**src/rtl/addsub_result_fifo.sv**
```systemverilog
// addsub_result_fifo: captures adder/subtractor results with derived flags into a FWFT FIFO,
// and tracks a sticky overflow flag plus a count of accepted results.
module addsub_result_fifo #(
  parameter int WIDTH = 4,
  parameter int DEPTH = 4,
  parameter int CNT_W = 8
) (
  input  logic                     clk,
  input  logic                     rst_n,
  input  logic                     in_valid,
  output logic                     in_ready,
  input  logic [WIDTH-1:0]         in_a,
  input  logic [WIDTH-1:0]         in_b,
  input  logic                     in_m,
  input  logic [WIDTH-1:0]         in_sum,
  input  logic                     in_cout,
  output logic                     out_valid,
  input  logic                     out_ready,
  output logic [WIDTH-1:0]         out_sum,
  output logic                     out_carry,
  output logic                     out_ovf,
  output logic                     out_zero,
  output logic                     out_neg,
  output logic                     out_mode,
  output logic                     ovf_sticky,
  input  logic                     clr,
  output logic [CNT_W-1:0]         acc_count,
  output logic [$clog2(DEPTH):0]   level
);
  localparam int P = $clog2(DEPTH);
  localparam int E = WIDTH + 5;
  logic [E-1:0]     r_mem [DEPTH];
  logic [P-1:0]     r_wr, r_rd;
  logic [P:0]       r_level;
  logic [CNT_W-1:0] r_cnt;
  logic             r_sticky;
  logic             w_push, w_pop, w_ovf;
  logic [E-1:0]     w_entry, w_head;
  always_comb begin
    in_ready  = r_level != (P+1)'(DEPTH);
    out_valid = r_level != '0;
    w_push    = in_valid & in_ready;
    w_pop     = out_valid & out_ready;
    w_ovf     = ~(in_a[WIDTH-1] ^ in_b[WIDTH-1] ^ in_m) & (in_sum[WIDTH-1] ^ in_a[WIDTH-1]);
    w_entry   = {in_m, in_sum[WIDTH-1], ~|in_sum, w_ovf, in_m ? ~in_cout : in_cout, in_sum};
    // Data fields are forced to zero while the FIFO is empty.
    w_head    = out_valid ? r_mem[r_rd] : '0;
  end
  assign {out_mode, out_neg, out_zero, out_ovf, out_carry, out_sum} = w_head;
  assign level      = r_level;
  assign acc_count  = r_cnt;
  assign ovf_sticky = r_sticky;
  always_ff @(posedge clk) begin
    if (w_push) r_mem[r_wr] <= w_entry;
  end
  always_ff @(posedge clk or negedge rst_n) begin
    if (!rst_n) begin
      r_wr     <= '0;
      r_rd     <= '0;
      r_level  <= '0;
      r_cnt    <= '0;
      r_sticky <= 1'b0;
    end else begin
      if (w_push) r_wr <= r_wr + P'(1);
      if (w_pop) r_rd <= r_rd + P'(1);
      r_level  <= r_level + (P+1)'(w_push) - (P+1)'(w_pop);
      // Clear takes effect before a same-cycle push.
      r_cnt    <= (clr ? '0 : r_cnt) + CNT_W'(w_push);
      r_sticky <= (clr ? 1'b0 : r_sticky) | (w_push & w_ovf);
    end
  end
endmodule

```
**config.mk**
```make
export PLATFORM = sky130hd
export DESIGN_NAME = addsub_result_fifo
export DESIGN_NICKNAME = d
export VERILOG_FILES = /design/src/rtl/addsub_result_fifo.sv
export SDC_FILE = /design/constraint.sdc
export NUM_CORES = 1
export LEC_CHECK = 0
export CAP_MARGIN = 5
export CORE_AREA = 2 2 76 78
export CTS_CLUSTER_DIAMETER = 40
export DETAILED_ROUTE_END_ITERATION = 6
export DIE_AREA = 0 0 78 80
export GPL_TIMING_DRIVEN = 0
export SYNTH_ARGS = -nofsm -noshare
export SYNTH_HDL_FRONTEND = slang
export SYNTH_SLANG_ARGS = --single-unit
export TNS_END_PERCENT = 100
```
**constraint.sdc**
```tcl
create_clock -name clk -period 2.4 [get_ports clk]
set_input_delay 0.72 -clock clk [delete_from_list [all_inputs] [get_ports clk]]
set_output_delay 0.72 -clock clk [all_outputs]
set_load 0.05 [all_outputs]
```
== After elaboration in Yosys (flattened, before gate mapping) ==
Memory sizes are Yosys's and may differ from the RTL's.
Index checks and enable logic that the tools add are counted.

* $add $sub $neg: 5
* Multipliers: 0
* Divide/modulo/power cells: 0
* Magnitude comparators: 0
* Equal/unequal tests: 1
* Shifts and indexed selects: 0
* Muxes and demuxes: 6
* Bitwise gates (word level): 10
* Reductions and logical operators: 3

{| class="wikitable"
|+ Operators with widths
! cell !! number
|-
| 9-bit 2-to-1 mux || 1
|-
| 8-bit by 1-bit adder with 8-bit output || 1
|-
| 8-bit 2-to-1 mux || 1
|-
| 2-bit by 1-bit adder with 2-bit output (second input constant) || 2
|-
| 1-bit bitwise AND || 4
|-
| 1-bit 2-to-1 mux || 4
|-
| 4-bit OR reduction || 1
|-
| 3-bit by 1-bit adder with 3-bit output || 1
|-
| 3-bit inequality test (second input constant) || 1
|-
| 3-bit nonzero test || 1
|-
| 3-bit by 1-bit subtractor with 3-bit output || 1
|-
| 1-bit XOR || 3
|-
| 1-bit NOT || 2
|-
| 1-bit logical NOT || 1
|-
| 1-bit OR || 1
|}

* Register bits: 16
* Bits in latches: 0
* RAM bits: 36
* Bits in read-only memories: 0
* Output and inout bits: 23
* Logic and storage cells: 31
* Memories: 1

{| class="wikitable"
|+ Memories
! name !! depth !! width !! read ports !! clocked after Yosys merged registers in !! write ports !! line !! RTL
|-
| r_mem || 4 || 9 || 1 || 0 || 1 || 32 || <nowiki>logic [E-1:0] r_mem [DEPTH];</nowiki>
|}

== Logic depth before layout (Yosys ltp) ==
* Depth in word-level cells: 6
* Gate-level depth with buffers: 8

== Worst setup path after synthesis ==
Ideal clock, no wire load.

* Path kind: register -> output
* Start point: register r_level[1] (netlist: level[1])
* End point: output port out_sum[3]
* Arrival time: 1.998 ns
* Slack: -0.318 ns
* Cell stages (with the launch flop): 5
* Buffers on the path: 2
* Cell sequence: dfrtp_1 or3_1 buf_2 and2_1 buf_4

* Longest elaborated chain between the ends: 2

{| class="wikitable"
|+ RTL lines
! element !! line !! RTL
|-
| start, declared || 34 || <nowiki>logic [P:0] r_level;</nowiki>
|-
| start signal, assigned || 66 || <nowiki>r_level <= r_level + (P+1)'(w_push) - (P+1)'(w_pop);</nowiki>
|-
| 3-bit nonzero test || 41 || <nowiki>out_valid = r_level != '0;</nowiki>
|-
| net out_valid || 17 || <nowiki>output logic out_valid,</nowiki>
|-
| 9-bit 2-to-1 mux || 47 || <nowiki>w_head = out_valid ? r_mem[r_rd] : '0;</nowiki>
|-
| end, declared || 19 || <nowiki>output logic [WIDTH-1:0] out_sum,</nowiki>
|}

The timed path passes the listed nets, and every way through them passes these cells.

== Worst setup path after layout ==
* Start point: register r_rd[0]
* End point: output port out_sum[3]

* Longest elaborated chain between the ends: 2

{| class="wikitable"
|+ RTL lines
! element !! line !! RTL
|-
| start, declared || 33 || <nowiki>logic [P-1:0] r_wr, r_rd;</nowiki>
|-
| start signal, assigned || 65 || <nowiki>if (w_pop) r_rd <= r_rd + P'(1);</nowiki>
|-
| memory 4 x 9 bit || -- ||
|-
| 9-bit 2-to-1 mux || 47 ||
|}

No other way between the ends.

==> results.txt <==
Die area = 0.006240 sq mm
Crit Path Max Fanout = 5
DIE WIDTH = 78 microns
Ant diodes = 0
Largest net degree at the start of global routing = 17
Post-synth cell types = 30
Register area share after synthesis = 65.27%
I/O Buffers = 34
Commonest cells post-synth = edfxtp_1, dfrtp_1, and2_1
Rel. slew slack = 51.49%
Num CTS Buffers = 5
CP required = 1680 ps
CTS max path bufs = 2
Global placement routability congestion = 0.7055
Fin nets = 203
Worst setup margin = -41.88 ps
First-pass GRT wire length = 6520 microns
Critical path arrival = 1720 ps
Int Power = 2363 uW
Switching Fraction = 39.10%
Clock Sinks = 48
Crit. End Element = primary output
Initial Utilization = 38.59%
Delay-heaviest family, CP = multiplexers
Actual slew at the worst max-slew pin = 725.4 ps
Critical path's largest stage delay = 490 ps
Lkg Pwr = 0.001038 uW
Reg power frac = 31.6%
NetSw = 1517 uW
Max VDD drop = 0.9667 mV
Root buffer cell = clkbuf_8
Top post-synthesis cells by area = edfxtp_1, dfrtp_1, mux4_2, ha_1, and2_1
Final setup viols = 3
Post-synth top area share = 46.07%
Fmax = 0.4095 GHz
I/O pin count = 42
Pre-CTS setup slack = -487.3 ps
Worst path cell trace = buf_8 > mux4_2 > and2_4 > buf_6 > buf_8
Placement row count = 27
Most common cell in the netlist = edfxtp_1
Cell taking the most area after synthesis = edfxtp_1
Total GRT Usage = 14.18%
Flop-to-flop setup slack = 270 ps
Drt pass-1 iters = 2
Vias in the first global route = 1300
Initial antenna violation count = 0
Non-Filler Instances = 249
Worst min-delay path category = reg -> reg
Routed wire length = 3975 microns
Final ANT Viol Nets = 0
Worst skew pair latency = 300 ps
Final Max Slew Viols = 0
Synth Warn # = 0
Final period util = 101.7%
Pwr dens = 1409 mW/mm^2
Comb pwr share = 53.5%
Gr ovfl total = 0
Mapped Area = 0.002086 sq mm
Syn Inst Count = 130
Layout cells sized above 1 = 29.38%
CTS H-tree lvls = 2
Core Footprint = 0.005405 sq mm
Final Critical Period = 2442 ps
Critical Path Most Common Cell = buf_8
Max-cap violations = 0
Worst Skew = 2.347 ps
Crit path launch type = register
# DRC = 0
Critical path class = reg -> out
FF+latch count, synth = 48
Crit path max-delay cell type = mux4_2
Syn Nets = 157
Failing checks = setup timing
Post-Syn Area per Cell = 16.04 sq um
DRT iter0 DRCs = 53
Post-DP HPWL = 2589 microns
Placed insts = 236
Via count = 1207
Fin. Hold Viols = 0
Top_reg_cell synth = edfxtp_1
Post-synth EDFFs = 32
CP bufs+invs = 3
Drt wl/cell = 15.96 microns
Area growth syn-to-layout = 32.03%
RSZ-0062 raised after global routing = yes
Post-DR vias/cell = 4.847
Outcome = complete, but fails checks
Reg clk slew, reported paths = 90 ps
Async set or reset register ratio after synthesis = 33.33%
TritonCTS clock tree = built
Clk pwr share = 14.9%
Die Y = 80 microns
==> layer usage <==
layer / part of all wire [%] / up-vias / track usage, % / routed length (microns)
li1: - / 567 / - / -
met1: 43 / 606 / 16.21 / 1704
met2: 51 / 30 / 25.26 / 2040
met3: 4.8 / 4 / 3.054 / 191
met4: 0.98 / 0 / 6.842 / 39
met5: 0 / - / 0 / 0
==> cells by family (layout without fill, tap and decap cells) <==
kind of cell	Yosys count	after routing	share of synthesized area (%)
buffers and inverters	11	58	2.640
xor gates and xnor gates	10	10	4.199
AOI/OAI and AO/OA	9	9	2.579
adders and majority gates	8	8	5.159
DFF	48	48	65.27
and+or+nand+nor	34	34	10.32
muxes	10	10	9.838
==> worst reg2reg max path, stage by stage (launching register included) <==
cell and delay [ps]:
dfrtp_2 410, buf_4 160, nor3b_4 220, nor2b_1 90, buf_6 150, or2_2 310, fa_1 400, xor2_1 160
xnor2_1 120
==> worst paths after layout <==
| check | from | endpoint | cells past startpoint |
|---|---|---|---|
| min | level[2]$_DFF_PN0_ | level[2]$_DFF_PN0_ | 1 |
| max reg2reg | level[1]$_DFF_PN0_ | level[2]$_DFF_PN0_ | 8 |
| min in group asynchronous | rst_n | r_wr[1]$_DFFE_PN0P_ | 1 |
| max | r_rd[0]$_DFFE_PN0P_ | out_sum[3] | 5 |
| min reg2reg | level[2]$_DFF_PN0_ | level[2]$_DFF_PN0_ | 1 |
| max in group asynchronous | rst_n | r_rd[1]$_DFFE_PN0P_ | 1 |
==> stage by stage <==
stage          power (uW)  util, %  setup TNS (ps)  cell area, sq um  hold WS, ps
2_1_floorplan        2458        -               0              2092        424.4
3_3_place_gp         2945    46.67           -3490              2522        487.0
3_5_place_dp         3001    46.67           -3833              2522        490.1
4_1_cts              3776    50.32          -470.7              2720        506.8
5_1_grt              4069    50.95          -312.6              2754        517.4
6_report             3880    50.95          -74.25              2754        504.5
==> registers in the layout (all words and copies together), names as in the netlist <==
signal	count
ovf_sticky	1
r_rd	2
level	3
r_wr	2
acc_count	8
r_mem	32
==> area by class of cell <==
class | count | area, sq um
buffer | 5 | 52.55
clock buffer | 5 | 68.82
clock inverter | 3 | 42.54
fill | 472 | 2651
inverter | 5 | 18.77
multi-input combinational | 71 | 689.4
sequential | 48 | 1368
tap | 72 | 90.09
timing repair buffer | 40 | 424.2
==> power groups by stage <==
stage / Clock [uW] / Sequential, uW / Combinational (uW)
2_1_floorplan: 0 / 1350 / 1110
3_3_place_gp: 0 / 1200 / 1750
3_5_place_dp: 0 / 1210 / 1790
4_1_cts: 591 / 1230 / 1960
5_1_grt: 632 / 1250 / 2190
6_report: 580 / 1230 / 2070
==> layout by cell type, fill, tap and decap left out, drive strengths merged, types with 4 or more instances in the layout <==
cell type	count
ha	7
buf	20
edfxtp	32
and2	12
xor2	4
dfrtp	16
xnor2	6
mux4	8
clkbuf	6
a21oi	4
clkdlybuf4s50	23
inv	5
==> what timing repair did <==
| item | 4_1_cts | 5_1_grt |
|---|---|---|
| hold buffers | 0 | 0 |
| endpoints found under the setup margin | 11 | 10 |
| setup buffers | 6 | 0 |
| gates cloned | 1 | 0 |
| gates resized for setup | 72 | 24 |
| pin swaps | 2 | 6 |
No activity file was read; power rests on OpenSTA's default activity.
==> patch 1, RTL diff (config.mk and constraints unchanged) <==
Register the output `acc_count` once more, without a reset; this adds one clock of latency there. The other outputs are not delayed to match.
--- a/src/rtl/addsub_result_fifo.sv
+++ b/src/rtl/addsub_result_fifo.sv
@@ -48,7 +48,9 @@
   end
   assign {out_mode, out_neg, out_zero, out_ovf, out_carry, out_sum} = w_head;
   assign level      = r_level;
-  assign acc_count  = r_cnt;
+  always_ff @(posedge clk) begin
+    acc_count <= r_cnt;
+  end
   assign ovf_sticky = r_sticky;
   always_ff @(posedge clk) begin
     if (w_push) r_mem[r_wr] <= w_entry;
Function: changed (Yosys sat finds a counterexample within 4 cycles, from zero or initial values and one cycle with rst_n low).
==> patch 1 against the original RTL <==
  * The flow still finishes with violations (setup timing)
  * Cell area up 3.3%
  * Sequential cell count rose by 8
  * Worst hold slack got worse by 100 ps
  * Setup slack worse by 29 ps
  * Routed wire length decreased by 1.4%
  * Synthesized area rose by 7.7%
  * Die area unchanged
  * Core utilization up 1.7 points
  * Total power is 1.4% lower
  * Largest power group unchanged
==> patch 1: results (changes against the original RTL) <==
- Syn_nets: 165 (was 157)
- Clock skew: 1.81 ps (was 2.35 ps)
- Most common library cells after synthesis: edfxtp_1 (32), dfrtp_1 (16), and2_1 (12) (unchanged)
- Final Worst Setup Slack: -70.5 ps (was -41.9 ps)
- Data arrival, critical path: 1750 ps (was 1720 ps)
- Status: finished with violations (unchanged)
- Combinational Power Share: 50.5% (was 53.5%)
- Cell area after placement: 0.00268 mm2 (was 0.00252 mm2)
- Post-CTS sizing: 66 (was 72)
- First-pass GRT wire length: 6.44 mm (was 6.52 mm)
- Syn Area/Cell: 16.3 um2 (was 16.0 um2)
- VDD IR-drop max: 0.982 mV (was 0.967 mV)
- Clk pwr: 511 uW (was 580 uW)
- Initial DRC count: 74 (was 53)
- Internal Dissipation: 2.33 mW (was 2.36 mW)
- Met1 usage: 17.7% (was 16.2%)
- DP HPWL: 2.70 mm (was 2.59 mm)
- Total GRT Usage: 13.8% (was 14.2%)
- Met1 Wirelength: 1.76 mm (was 1.70 mm)
- Setup TNS: -324 ps (was -74.2 ps)
- Via count: 1,229 (was 1,207)
- Ys async rst share: 28.6% (was 33.3%)
- Ranking of synthesized cells by area: edfxtp_1 (43%), dfrtp_1 (18%), mux4_2 (8.0%), dfxtp_1 (7.1%), ha_1 (3.9%) (was edfxtp_1 (46%), dfrtp_1 (19%), mux4_2 (8.6%), ha_1 (4.2%), and2_1 (3.6%))
- Final non-filler cell total: 255 (was 249)
- Sequential cell area fraction in the yosys report: 67.7% (was 65.3%)
- Leak: 1.07 nW (was 1.04 nW)
- Slew margin rel.: 50.7% (was 51.5%)
- GRT met3 Usage: 2.71% (was 3.05%)
- Share of cells above drive strength 1: 24.6% (was 29.4%)
- Met2 Usage GRT: 22.7% (was 25.3%)
- Met2 WL post-DR: 1.93 mm (was 2.04 mm)
- Switching power: 1.50 mW (was 1.52 mW)
- Count of final setup violators: 5 (was 3)
- Nets: 209 (was 203)
- Largest fanout on the critical path: 4 (was 5)
- Dpl cells: 244 (was 236)
- Failing checks: setup timing (unchanged)
- DP Worst Slack: -471 ps (was -487 ps)
==> patch 1: cell types whose count changed in the layout (fill, tap and decap cells not counted), sizes merged <==
cell	unedited run	this run
clkbuf	6	9
dfxtp	0	8
buf	20	17
clkinvlp	1	0
bufinv	1	0
==> patch 1: worst paths after layout <==
check                      cells after the start  startpoint           end  slack (ps)
hold / removal                                 0    r_cnt[1]  acc_count[1]         400
hold reg to reg                                0    r_cnt[1]  acc_count[1]         400
max in group asynchronous                      1       rst_n       r_rd[1]        1040
setup / recovery                               5     r_rd[0]      out_zero         -70
setup reg to reg                               8    level[0]      level[2]         240
min in group asynchronous                      1       rst_n      r_cnt[0]         850
==> patch 1: final cells by class <==
cell class              count  area, um2
flip-flops and latches     56       1530
well taps                  72       90.1
clock buffers               7       86.3
repair buffers             38        389
inverters                   5       18.8
plain buffers               5       45.0
clock inverters             1       3.75
multi-input cells          71        684
fillers                   466       2560
==> patch 2, RTL diff (config.mk and constraints unchanged) <==
Without the edit above. `CNT_W`: 8 -> 6.
--- a/src/rtl/addsub_result_fifo.sv
+++ b/src/rtl/addsub_result_fifo.sv
@@ -3,7 +3,7 @@
 module addsub_result_fifo #(
   parameter int WIDTH = 4,
   parameter int DEPTH = 4,
-  parameter int CNT_W = 8
+  parameter int CNT_W = 6
 ) (
   input  logic                     clk,
   input  logic                     rst_n,
Ports: changed (resized acc_count); port bits go from 42 to 40. No check against the original RTL was run, so the function may have changed too.
==> patch 2 against the original RTL <==
  * The run still ends with setup timing left
  * Synthesized area down 5.2%
  * Critical endpoint unchanged
  * Total power down 2.4%
  * Cell count down 4.4%
  * Setup slack better by 8.0 ps
  * Routed wire length down 3.0%
  * Clock skew up 3.7 ps
  * Count of clock-buffer cells in the layout up 1
  * Combinational power up 4%
  * Cell area down 3.8%
  * Sequential cell count down 2
==> patch 2: results (changes against the original RTL) <==
- Status: finished with violations (unchanged)
- Failing checks: setup timing (unchanged)
- Via/cell ratio: 4.69 (was 4.85)
- Worst slew pin tran: 628 ps (was 725 ps)
- Ys async rst share: 30.4% (was 33.3%)
- Met1 Wirelength: 1.72 mm (was 1.70 mm)
- Port Buffers: 33 (was 34)
- Ranking of synthesized cells by area: edfxtp_1 (49%), dfrtp_1 (18%), mux4_2 (9.1%), ha_1 (4.4%), xnor2_1 (3.1%) (was edfxtp_1 (46%), dfrtp_1 (19%), mux4_2 (8.6%), ha_1 (4.2%), and2_1 (3.6%))
- Final Worst Setup Slack: -33.8 ps (was -41.9 ps)
- Count of final setup violators: 2 (was 3)
- Mux share of post-synthesis cell area: 10.4% (was 9.84%)
- First-pass detailed-route iteration total: 4 (was 2)
- Syn_nets: 146 (was 157)
- Vias in the first global route: 1,251 (was 1,300)
- Cell area after placement: 0.00243 mm2 (was 0.00252 mm2)
- Post-Synth Adder-Cell Area: 5.44% (was 5.16%)
- Leak: 1.02 nW (was 1.04 nW)
- Complex-gate fraction of the synthesized area: 1.01% (was 2.58%)
- Clock skew: 6.00 ps (was 2.35 ps)
- Routed WL: 3.86 mm (was 3.98 mm)
- VDD IR-drop max: 0.837 mV (was 0.967 mV)
- Most common library cells after synthesis: edfxtp_1 (32), dfrtp_1 (14), and2_1 (8), mux4_2 (8) (was edfxtp_1 (32), dfrtp_1 (16), and2_1 (12))
- Met2 WL post-DR: 1.91 mm (was 2.04 mm)
- Synth unique cells: 29 (was 30)
- Share of cells above drive strength 1: 37.3% (was 29.4%)
- Nets: 192 (was 203)
-- patch 2: changes by cell type in the layout (fill, tap and decap cells not counted), moves of 3 or more --
cell	unedited run	this run
a21oi_1	4	1
and2_1	4	0
and3_2	0	4
buf_6	7	4
-- patch 2: layout make-up --
type,instances,area (um2)
fill,483,2760
tap,72,90.1
timing repair buffer,41,442
inverter,5,18.8
multi-input combinational,63,661
clock buffer,6,72.6
sequential,46,1320
buffer,3,40.0
clock inverter,2,8.76
-- patch 2: timing repair --
item	CTS	global route
pin swaps	5	9
setup buffers	6	1
gates resized for setup	82	14
hold endpoints to repair	0	0
setup endpoints to repair	11	10
gates cloned	2	0
-- patch 2: worst min path at each step --
stage | from | to | slack [ps] | cells past startpoint
4_1_cts | ovf_sticky | ovf_sticky | 540 | 1
6_report | ovf_sticky | ovf_sticky | 530 | 1
2_1_floorplan | rst_n | acc_count[0] | 420 | 0
3_5_place_dp | ovf_sticky | ovf_sticky | 500 | 1
3_3_place_gp | ovf_sticky | ovf_sticky | 510 | 1
5_1_grt | ovf_sticky | ovf_sticky | 560 | 1
-- patch 2: worst reg2reg max path: stages (launching register included) --
cell and delay (ps):
dfrtp_2 410, buf_6 130, or3b_4 400, and2_4 180, xnor2_2 130, ha_2 180
inv_1 50, fa_2 400, xnor2_2 140, xnor2_1 120
-- patch 2: logic make-up after synthesis --
logic type	Yosys count
flip-flops	46
XOR/XNOR	11
adder cells (fa/ha/maj)	8
AND/OR/NAND/NOR	31
multiplexers	10
AO/OA/AOI/OAI	3
buffers and inverters	10
-- patch 2: where the power goes --
| group | switching, mW | internal (mW) | total [mW] |
|---|---|---|---|
| logic | 1.14 | 1.02 | 2.16 |
| clock network | 0.248 | 0.201 | 0.448 |
| registers | 0.118 | 1.07 | 1.18 |
-- patch 2: per-stage QoR --
step                      hold WS [ps]  instances  total power, mW  setup TNS [ps]  setup slack [ps]
after global placement             515        224             2.94           -3700              -473
after floorplan                    424        119             2.44           -4.87             -4.87
after global routing               557        238             4.01            -370              -111
after CTS                          537        239             3.75            -203             -75.1
final                              531        238             3.79           -45.4             -33.8
after detailed placement           503        224             2.98           -4040              -512
-- patch 2: per-layer routing --
| metal | vias to the layer above | global-route usage (%) |
|---|---|---|
| li1 | 518 | - |
| met1 | 560 | 17.5 |
| met2 | 31 | 22.8 |
| met3 | 7 | 3.96 |
| met4 | 0 | 4.74 |
| met5 | - | 0 |
